--- config.mk ---
export PLATFORM = sky130hd
export DESIGN_NAME = fpu_wb_ctl
export DESIGN_NICKNAME = d
export VERILOG_FILES = /design/src/rtl/fpu_wb_ctl_pkg.sv /design/src/rtl/fpu_wb_fifo.sv /design/src/rtl/fpu_wb_ctl.sv
export SDC_FILE = /design/constraint.sdc
export NUM_CORES = 1
export LEC_CHECK = 0
export CORE_ASPECT_RATIO = 1.1
export CORE_MARGIN = 2
export CORE_UTILIZATION = 40
export DETAILED_ROUTE_END_ITERATION = 8
export GPL_TIMING_DRIVEN = 1
export PLACE_DENSITY = 0.76
export SETUP_SLACK_MARGIN = 0.02
export SLEW_MARGIN = 20
export SYNTH_ARGS = -nofsm -noshare
export SYNTH_HDL_FRONTEND = slang
export SYNTH_HIERARCHICAL = 1
export SYNTH_SLANG_ARGS = --single-unit
export TNS_END_PERCENT = 1
--- constraint.sdc ---
create_clock -name clk -period 9 [get_ports clk]
set_input_delay 1.8 -clock clk [delete_from_list [all_inputs] [get_ports clk]]
set_output_delay 1.8 -clock clk [all_outputs]
set_load 0.05 [all_outputs]
--- src/rtl/fpu_wb_ctl_pkg.sv ---
// fpu_wb_ctl_pkg
//   Shared definitions for the FPU writeback path: the result FIFO entry
//   layout, field widths and the register-index match helper used by the
//   decode hazard check.
package fpu_wb_ctl_pkg;

    localparam int FPU_FLAGS_W = 5;
    localparam int FPU_REG_W   = 5;
    localparam int FPU_DATA_W  = 32;

    typedef struct packed {
        logic [FPU_REG_W-1:0]  rd;
        logic [FPU_DATA_W-1:0] data;
    } fpu_wb_entry_t;

    // True when register r is any source or the destination of the decode op.
    function automatic logic reg_hit(input logic [FPU_REG_W-1:0] r,
                                     input logic [FPU_REG_W-1:0] rs1,
                                     input logic [FPU_REG_W-1:0] rs2,
                                     input logic [FPU_REG_W-1:0] rs3,
                                     input logic [FPU_REG_W-1:0] rd);
        return (r == rs1) | (r == rs2) | (r == rs3) | (r == rd);
    endfunction

endpackage

--- src/rtl/fpu_wb_fifo.sv ---
// fpu_wb_fifo
//   Two-entry synchronous FIFO holding finished FPU results awaiting the
//   shared register-file write port.
//   Ports:
//     clk, rst       clock, asynchronous active-high reset
//     push, push_entry  enqueue one {rd, data} entry
//     pop            dequeue the head entry
//     head           current head entry
//     count          number of valid entries (0..2)
//     entry_valid    per-slot valid bits
//     entry_rd       per-slot destination register, for hazard compares
module fpu_wb_fifo
    import fpu_wb_ctl_pkg::*;
#(
    parameter int DEPTH = 2
) (
    input  logic                            clk,
    input  logic                            rst,
    input  logic                            push,
    input  fpu_wb_entry_t                   push_entry,
    input  logic                            pop,
    output fpu_wb_entry_t                   head,
    output logic [1:0]                      count,
    output logic [1:0]                      entry_valid,
    output logic [1:0][FPU_REG_W-1:0]       entry_rd
);

    localparam logic [1:0] FULL = 2'(DEPTH);

    fpu_wb_entry_t mem [2];
    logic          wr_ptr;
    logic          rd_ptr;
    logic          do_push;
    logic          do_pop;

    // Guards make over/underflow impossible even if the caller misbehaves.
    assign do_push = push & (count != FULL);
    assign do_pop  = pop & (count != 2'd0);

    // NOTE: state registers use non-blocking assignments so every flop
    // samples the pre-edge values of its neighbours.
    always_ff @(posedge clk or posedge rst) begin
        if (rst) begin
            wr_ptr <= 1'b0;
            rd_ptr <= 1'b0;
            count  <= 2'd0;
        end else begin
            if (do_push) wr_ptr <= ~wr_ptr;
            if (do_pop)  rd_ptr <= ~rd_ptr;
            case ({do_push, do_pop})
                2'b10:   count <= count + 2'd1;
                2'b01:   count <= count - 2'd1;
                default: count <= count;
            endcase
        end
    end

    // NOTE: the storage array is not reset; count and the valid bits decide
    // whether a slot means anything, so stale data is never observed.
    always_ff @(posedge clk) begin
        if (do_push) mem[wr_ptr] <= push_entry;
    end

    assign head = mem[rd_ptr];

    always_comb begin
        for (int i = 0; i < 2; i++) begin
            entry_rd[i]    = mem[i].rd;
            entry_valid[i] = (count == FULL) | ((count == 2'd1) & (rd_ptr == 1'(i)));
        end
    end

endmodule

--- src/rtl/fpu_wb_ctl.sv ---
// fpu_wb_ctl
//   Writeback and scoreboard controller for the FPU result path. Tracks the
//   single in-flight FPU destination, buffers finished results, shares the
//   FP register-file write port with loads (loads win), accrues exception
//   flags and reports decode hazards against pending destinations.
//   Ports:
//     issue_valid/issue_rd/issue_ready   op issue handshake into E1
//     fpu_finish/fpu_result/fpu_fflags   result pulse from the FPU
//     flush                              pipeline flush
//     ld_wen/ld_waddr/ld_wdata           FP load writeback request
//     rf_wen/rf_waddr/rf_wdata           FP register-file write port
//     fflags_wen/fflags                  FCSR accrue pulse and flags
//     dec_rs1..3, dec_rd, dec_fp         decode-stage register usage
//     hazard                             decode must stall
//     busy                               op pending or results buffered
module fpu_wb_ctl
    import fpu_wb_ctl_pkg::*;
#(
    parameter int DEPTH = 2
) (
    input  logic                   clk,
    input  logic                   rst,
    input  logic                   issue_valid,
    input  logic [FPU_REG_W-1:0]   issue_rd,
    output logic                   issue_ready,
    input  logic                   fpu_finish,
    input  logic [FPU_DATA_W-1:0]  fpu_result,
    input  logic [FPU_FLAGS_W-1:0] fpu_fflags,
    input  logic                   flush,
    input  logic                   ld_wen,
    input  logic [FPU_REG_W-1:0]   ld_waddr,
    input  logic [FPU_DATA_W-1:0]  ld_wdata,
    output logic                   rf_wen,
    output logic [FPU_REG_W-1:0]   rf_waddr,
    output logic [FPU_DATA_W-1:0]  rf_wdata,
    output logic                   fflags_wen,
    output logic [FPU_FLAGS_W-1:0] fflags,
    input  logic [FPU_REG_W-1:0]   dec_rs1,
    input  logic [FPU_REG_W-1:0]   dec_rs2,
    input  logic [FPU_REG_W-1:0]   dec_rs3,
    input  logic [FPU_REG_W-1:0]   dec_rd,
    input  logic                   dec_fp,
    output logic                   hazard,
    output logic                   busy
);

    localparam logic [1:0] FULL = 2'(DEPTH);

    logic                      pend_q;
    logic [FPU_REG_W-1:0]      pend_rd_q;
    logic                      do_issue;
    logic                      do_finish;
    logic                      fifo_pop;
    fpu_wb_entry_t             fifo_head;
    logic [1:0]                fifo_count;
    logic [1:0]                fifo_valid;
    logic [1:0][FPU_REG_W-1:0] fifo_rd;
    logic                      hazard_raw;

    // A pending op blocks issue, so the FIFO can grow by at most one entry
    // per issue and never overflows.
    assign issue_ready = ~pend_q & (fifo_count != FULL);
    assign do_issue    = issue_valid & issue_ready & ~flush;
    assign do_finish   = fpu_finish & pend_q & ~flush;

    always_ff @(posedge clk or posedge rst) begin
        if (rst) begin
            pend_q    <= 1'b0;
            pend_rd_q <= '0;
        end else begin
            if (flush)          pend_q <= 1'b0;
            else if (do_issue)  pend_q <= 1'b1;
            else if (do_finish) pend_q <= 1'b0;
            if (do_issue) pend_rd_q <= issue_rd;
        end
    end

    // Flags are registered so no fpu_* input reaches an output combinationally.
    always_ff @(posedge clk or posedge rst) begin
        if (rst) begin
            fflags_wen <= 1'b0;
            fflags     <= '0;
        end else begin
            fflags_wen <= do_finish;
            if (do_finish) fflags <= fpu_fflags;
        end
    end

    fpu_wb_fifo #(.DEPTH(DEPTH)) u_fifo (
        .clk         (clk),
        .rst         (rst),
        .push        (do_finish),
        .push_entry  ('{rd: pend_rd_q, data: fpu_result}),
        .pop         (fifo_pop),
        .head        (fifo_head),
        .count       (fifo_count),
        .entry_valid (fifo_valid),
        .entry_rd    (fifo_rd)
    );

    // Loads own the port whenever they ask; the FIFO drains otherwise.
    assign fifo_pop = ~ld_wen & (fifo_count != 2'd0);

    // NOTE: every output of this block is assigned on all paths so no latch
    // is inferred.
    always_comb begin
        rf_wen   = 1'b0;
        rf_waddr = '0;
        rf_wdata = '0;
        if (ld_wen) begin
            rf_wen   = 1'b1;
            rf_waddr = ld_waddr;
            rf_wdata = ld_wdata;
        end else if (fifo_count != 2'd0) begin
            rf_wen   = 1'b1;
            rf_waddr = fifo_head.rd;
            rf_wdata = fifo_head.data;
        end
    end

    always_comb begin
        hazard_raw = pend_q & reg_hit(pend_rd_q, dec_rs1, dec_rs2, dec_rs3, dec_rd);
        for (int i = 0; i < 2; i++) begin
            if (fifo_valid[i] & reg_hit(fifo_rd[i], dec_rs1, dec_rs2, dec_rs3, dec_rd))
                hazard_raw = 1'b1;
        end
    end

    assign hazard = dec_fp & hazard_raw;
    assign busy   = pend_q | (fifo_count != 2'd0);

    // Issuing into a busy controller is a protocol error; it is dropped above.
    a_issue_protocol: assert property (@(posedge clk) disable iff (rst)
        issue_valid |-> issue_ready);

    // Issue and finish together would need issue_ready while pending.
    a_no_issue_on_finish: assert property (@(posedge clk) disable iff (rst)
        !(do_issue && do_finish));

endmodule

==> results.sh <==
export IMPL_rows=41
export IMPL_clkTransAtPathRegs_ns=0.07
export IMPL_wire_per_inst_um=17.93
export IMPL_ys_seq_elements=90
export IMPL_nNetsFinal=575
export IMPL_rsz0062_at_grt="false"
export IMPL_p_leak_nw=2.324
export IMPL_finalSetupTns_ns=0
export IMPL_cts_tree="built"
export IMPL_hold_viol=0
export IMPL_multi_input_area_um2=1778
export IMPL_grtUsageTotal=0.1835
export IMPL_coreArea_um2=11390
export IMPL_drc=0
export IMPL_numCtsBuffers=9
export IMPL_async_reset_ff_frac=0.1778
export IMPL_die_x_um=106.8
export IMPL_status="complete, no violations"
export IMPL_dr_first_iter_drc_count=122
export IMPL_syn_inst=334
export IMPL_root_buffer="clkbuf_16"
export IMPL_synth_area_um2=4648
export IMPL_tightest_slew_ns=0.9616
export IMPL_slew_viol_final=0
export IMPL_cp_arrival_ns=4.11
export IMPL_cts_resized=0
export IMPL_cts_sinks=90
export IMPL_drive_above_1_share=0.1553
export IMPL_antenna_found_initial=0
export IMPL_wl_met2_um=5826
export IMPL_setup_violations=0
export IMPL_slew_headroom=0.3589
export IMPL_synth_top_area_frac=0.4781
export IMPL_postCtsSetupRepairBufs=0
export IMPL_routed_wl_met3_um=533
export IMPL_holdCritStartpoint="fflags[3]"
export IMPL_ys_seq_area_frac=0.5642
export IMPL_insertion_delay_ns=0.34
export IMPL_clock_skew_ns=0.004531
export IMPL_nFillCells=935
export IMPL_synthFlopType="edfxtp_1"
export IMPL_dr_max_layer_used="met4"
export IMPL_yosys_top_cells_count="74 x edfxtp_1, 51 x xnor2_1, 38 x mux2_2"
export IMPL_yosysUniqueCellTypes=34
export IMPL_ys_top_cells_by_area="edfxtp_1 48%, xnor2_1 9.6%, mux2_2 9.2%"
export IMPL_crit_family="buffers and inverters"
export IMPL_htree_levels=3
export IMPL_reg2regPathDepth=5
export IMPL_synth_area_leader_cell="edfxtp_1"
export IMPL_grt_pass1_vias=3292
export IMPL_overflow=0
export IMPL_fp_dieH_um=117.1
export IMPL_grt_max_degree=40
export IMPL_powerDensity_nw_per_um2=257.6
export IMPL_hold_ws_ns=0.5192
export IMPL_antenna_cells=0
export IMPL_min_path_cells=1
export IMPL_reg2reg_slack_ns=6.73
export IMPL_syn_to_final_growth_pct=40.30
export IMPL_grt_pass1_wl_um=17310
export IMPL_via_per_inst=4.944
export IMPL_drt_met1_wl_um=4465
export IMPL_cp_slowest_cell="clkdlybuf4s50_1"
export IMPL_ctsLongestPathBuffers=2
export IMPL_syn_area_per_cell_um2=13.92
export IMPL_end_kind="primary output"
export IMPL_crit_fanout=39
export IMPL_postCtsHoldBufs=0
export IMPL_holdPathEnd="fflags[3]"
export IMPL_gp_congestion=0.8409
export IMPL_pre_cts_slack_ns=3.089
export IMPL_cp_required_ns=7.20
export IMPL_period_needed_ns=5.909
export IMPL_totalWireLength_um=11120
export IMPL_yosysWarningCount=6
export IMPL_die_area_um2=12500
export IMPL_synth_most_common_cell="edfxtp_1"
export IMPL_hold_class="register to register"
export IMPL_post_route_period_util=0.6565
export IMPL_setup_slack_ns=3.091
export IMPL_ant_nets=0
export IMPL_seq_area_um2=2624
export IMPL_fmax_mhz=169.2
export IMPL_maxCapViolations=0
export IMPL_worstReg2RegStart="pend_q"
export IMPL_initial_utilization=0.4082
export IMPL_dr_pass1_iters=4
export IMPL_irDropWorstVdd_mv=0.2323
export IMPL_path_class="primary input to primary output"
export IMPL_syn_num_nets=444
export IMPL_synth_edff_count=74
export IMPL_timing_rr_end="u_fifo/mem[0][4]"
export IMPL_crit_path_max_incr_delay_ns=0.81
export IMPL_port_buffers=152
export IMPL_startpoint_type="primary input"
export IMPL_dp_hpwl_um=8024
export IMPL_p_total_mw=1.680
export IMPL_critical_path_buf_inv_count=4
export IMPL_worstPathCellList="clkdlybuf4s50_1 -> buf_4 -> nor2_2 -> buf_4 -> a22o_1 -> clkdlybuf4s50_1"
export IMPL_finish_utilization=0.5726
export IMPL_io_pins=153
export IMPL_via_count=3065
how the worst max path moves through the flow:
stage,slack (ns),start,cells past startpoint,to
3_3_place_gp,3.14,ld_wen,6,rf_waddr[4]
5_1_grt,3.01,ld_wen,6,rf_waddr[4]
6_report,3.09,ld_wen,6,rf_waddr[4]
3_5_place_dp,3.09,ld_wen,6,rf_waddr[4]
4_1_cts,3.08,ld_wen,6,rf_waddr[4]
2_1_floorplan,4.14,dec_rd[4],5,hazard
worst reg2reg max path, delay by kind of cell, from the launching register on:
| kind | cells | cell delay (ns) |
|---|---|---|
| buffers and inverters | 2 | 0.44 |
| AND/OR/NAND/NOR | 3 | 1.07 |
| flip-flops | 1 | 0.47 |
where the power goes:
part	switching, mW	internal [mW]	total [mW]
sequential	0.0954	0.506	0.601
clock	0.164	0.221	0.385
combinational	0.369	0.325	0.694
total	0.628	1.05	1.68
layer usage:
layer / vias up / global-route usage
met5: - / 0
met2: 91 / 0.3321
met4: 0 / 0.07706
met3: 21 / 0.03488
met1: 1473 / 0.2152
li1: 1480 / -
placed cells by master, fill, tap and decap left out, drive strengths merged, types with 6 or more instances in the layout:
cell type and n:
xnor2 51, clkdlybuf4s50 152, inv 12, a22o 37, edfxtp 74, xor2 13, clkbuf 9, nand3 11
nor3 6, dfrtp 16, nand2 8, mux2 47
state kept, by name (all words and copies together), names as in the netlist:
| signal | cells |
|---|---|
| u_fifo/count | 2 |
| pend_q | 1 |
| fflags_wen | 1 |
| u_fifo/rd_ptr | 1 |
| u_fifo/mem | 74 |
| fflags | 5 |
| u_fifo/wr_ptr | 1 |
| pend_rd_q | 5 |
logic make-up after synthesis:
kind of cell               after synthesis  synth area share
AOI/OAI and AO/OA                       48           0.08721
DFF                                     90            0.5642
adders and majority gates                4           0.01077
muxes                                   47            0.1203
buffers and inverters                   44           0.05707
and+or+nand+nor                         37           0.03984
xor gates and xnor gates                64            0.1206
final cells by class:
cell class,instances,area share
flip-flops and latches,90,0.4023
multi-input cells,200,0.2726
repair buffers,156,0.2441
clock buffers,9,0.03454
well taps,150,0.02878
clock inverters,7,0.01305
inverters,8,0.004605
stage by stage:
step	instances	cell area, um^2
2_1_floorplan	334	4648
3_3_place_gp	602	6156
3_5_place_dp	602	6156
4_1_cts	618	6466
5_1_grt	620	6521
6_report	620	6521
Power figures use the tool's default switching activity.
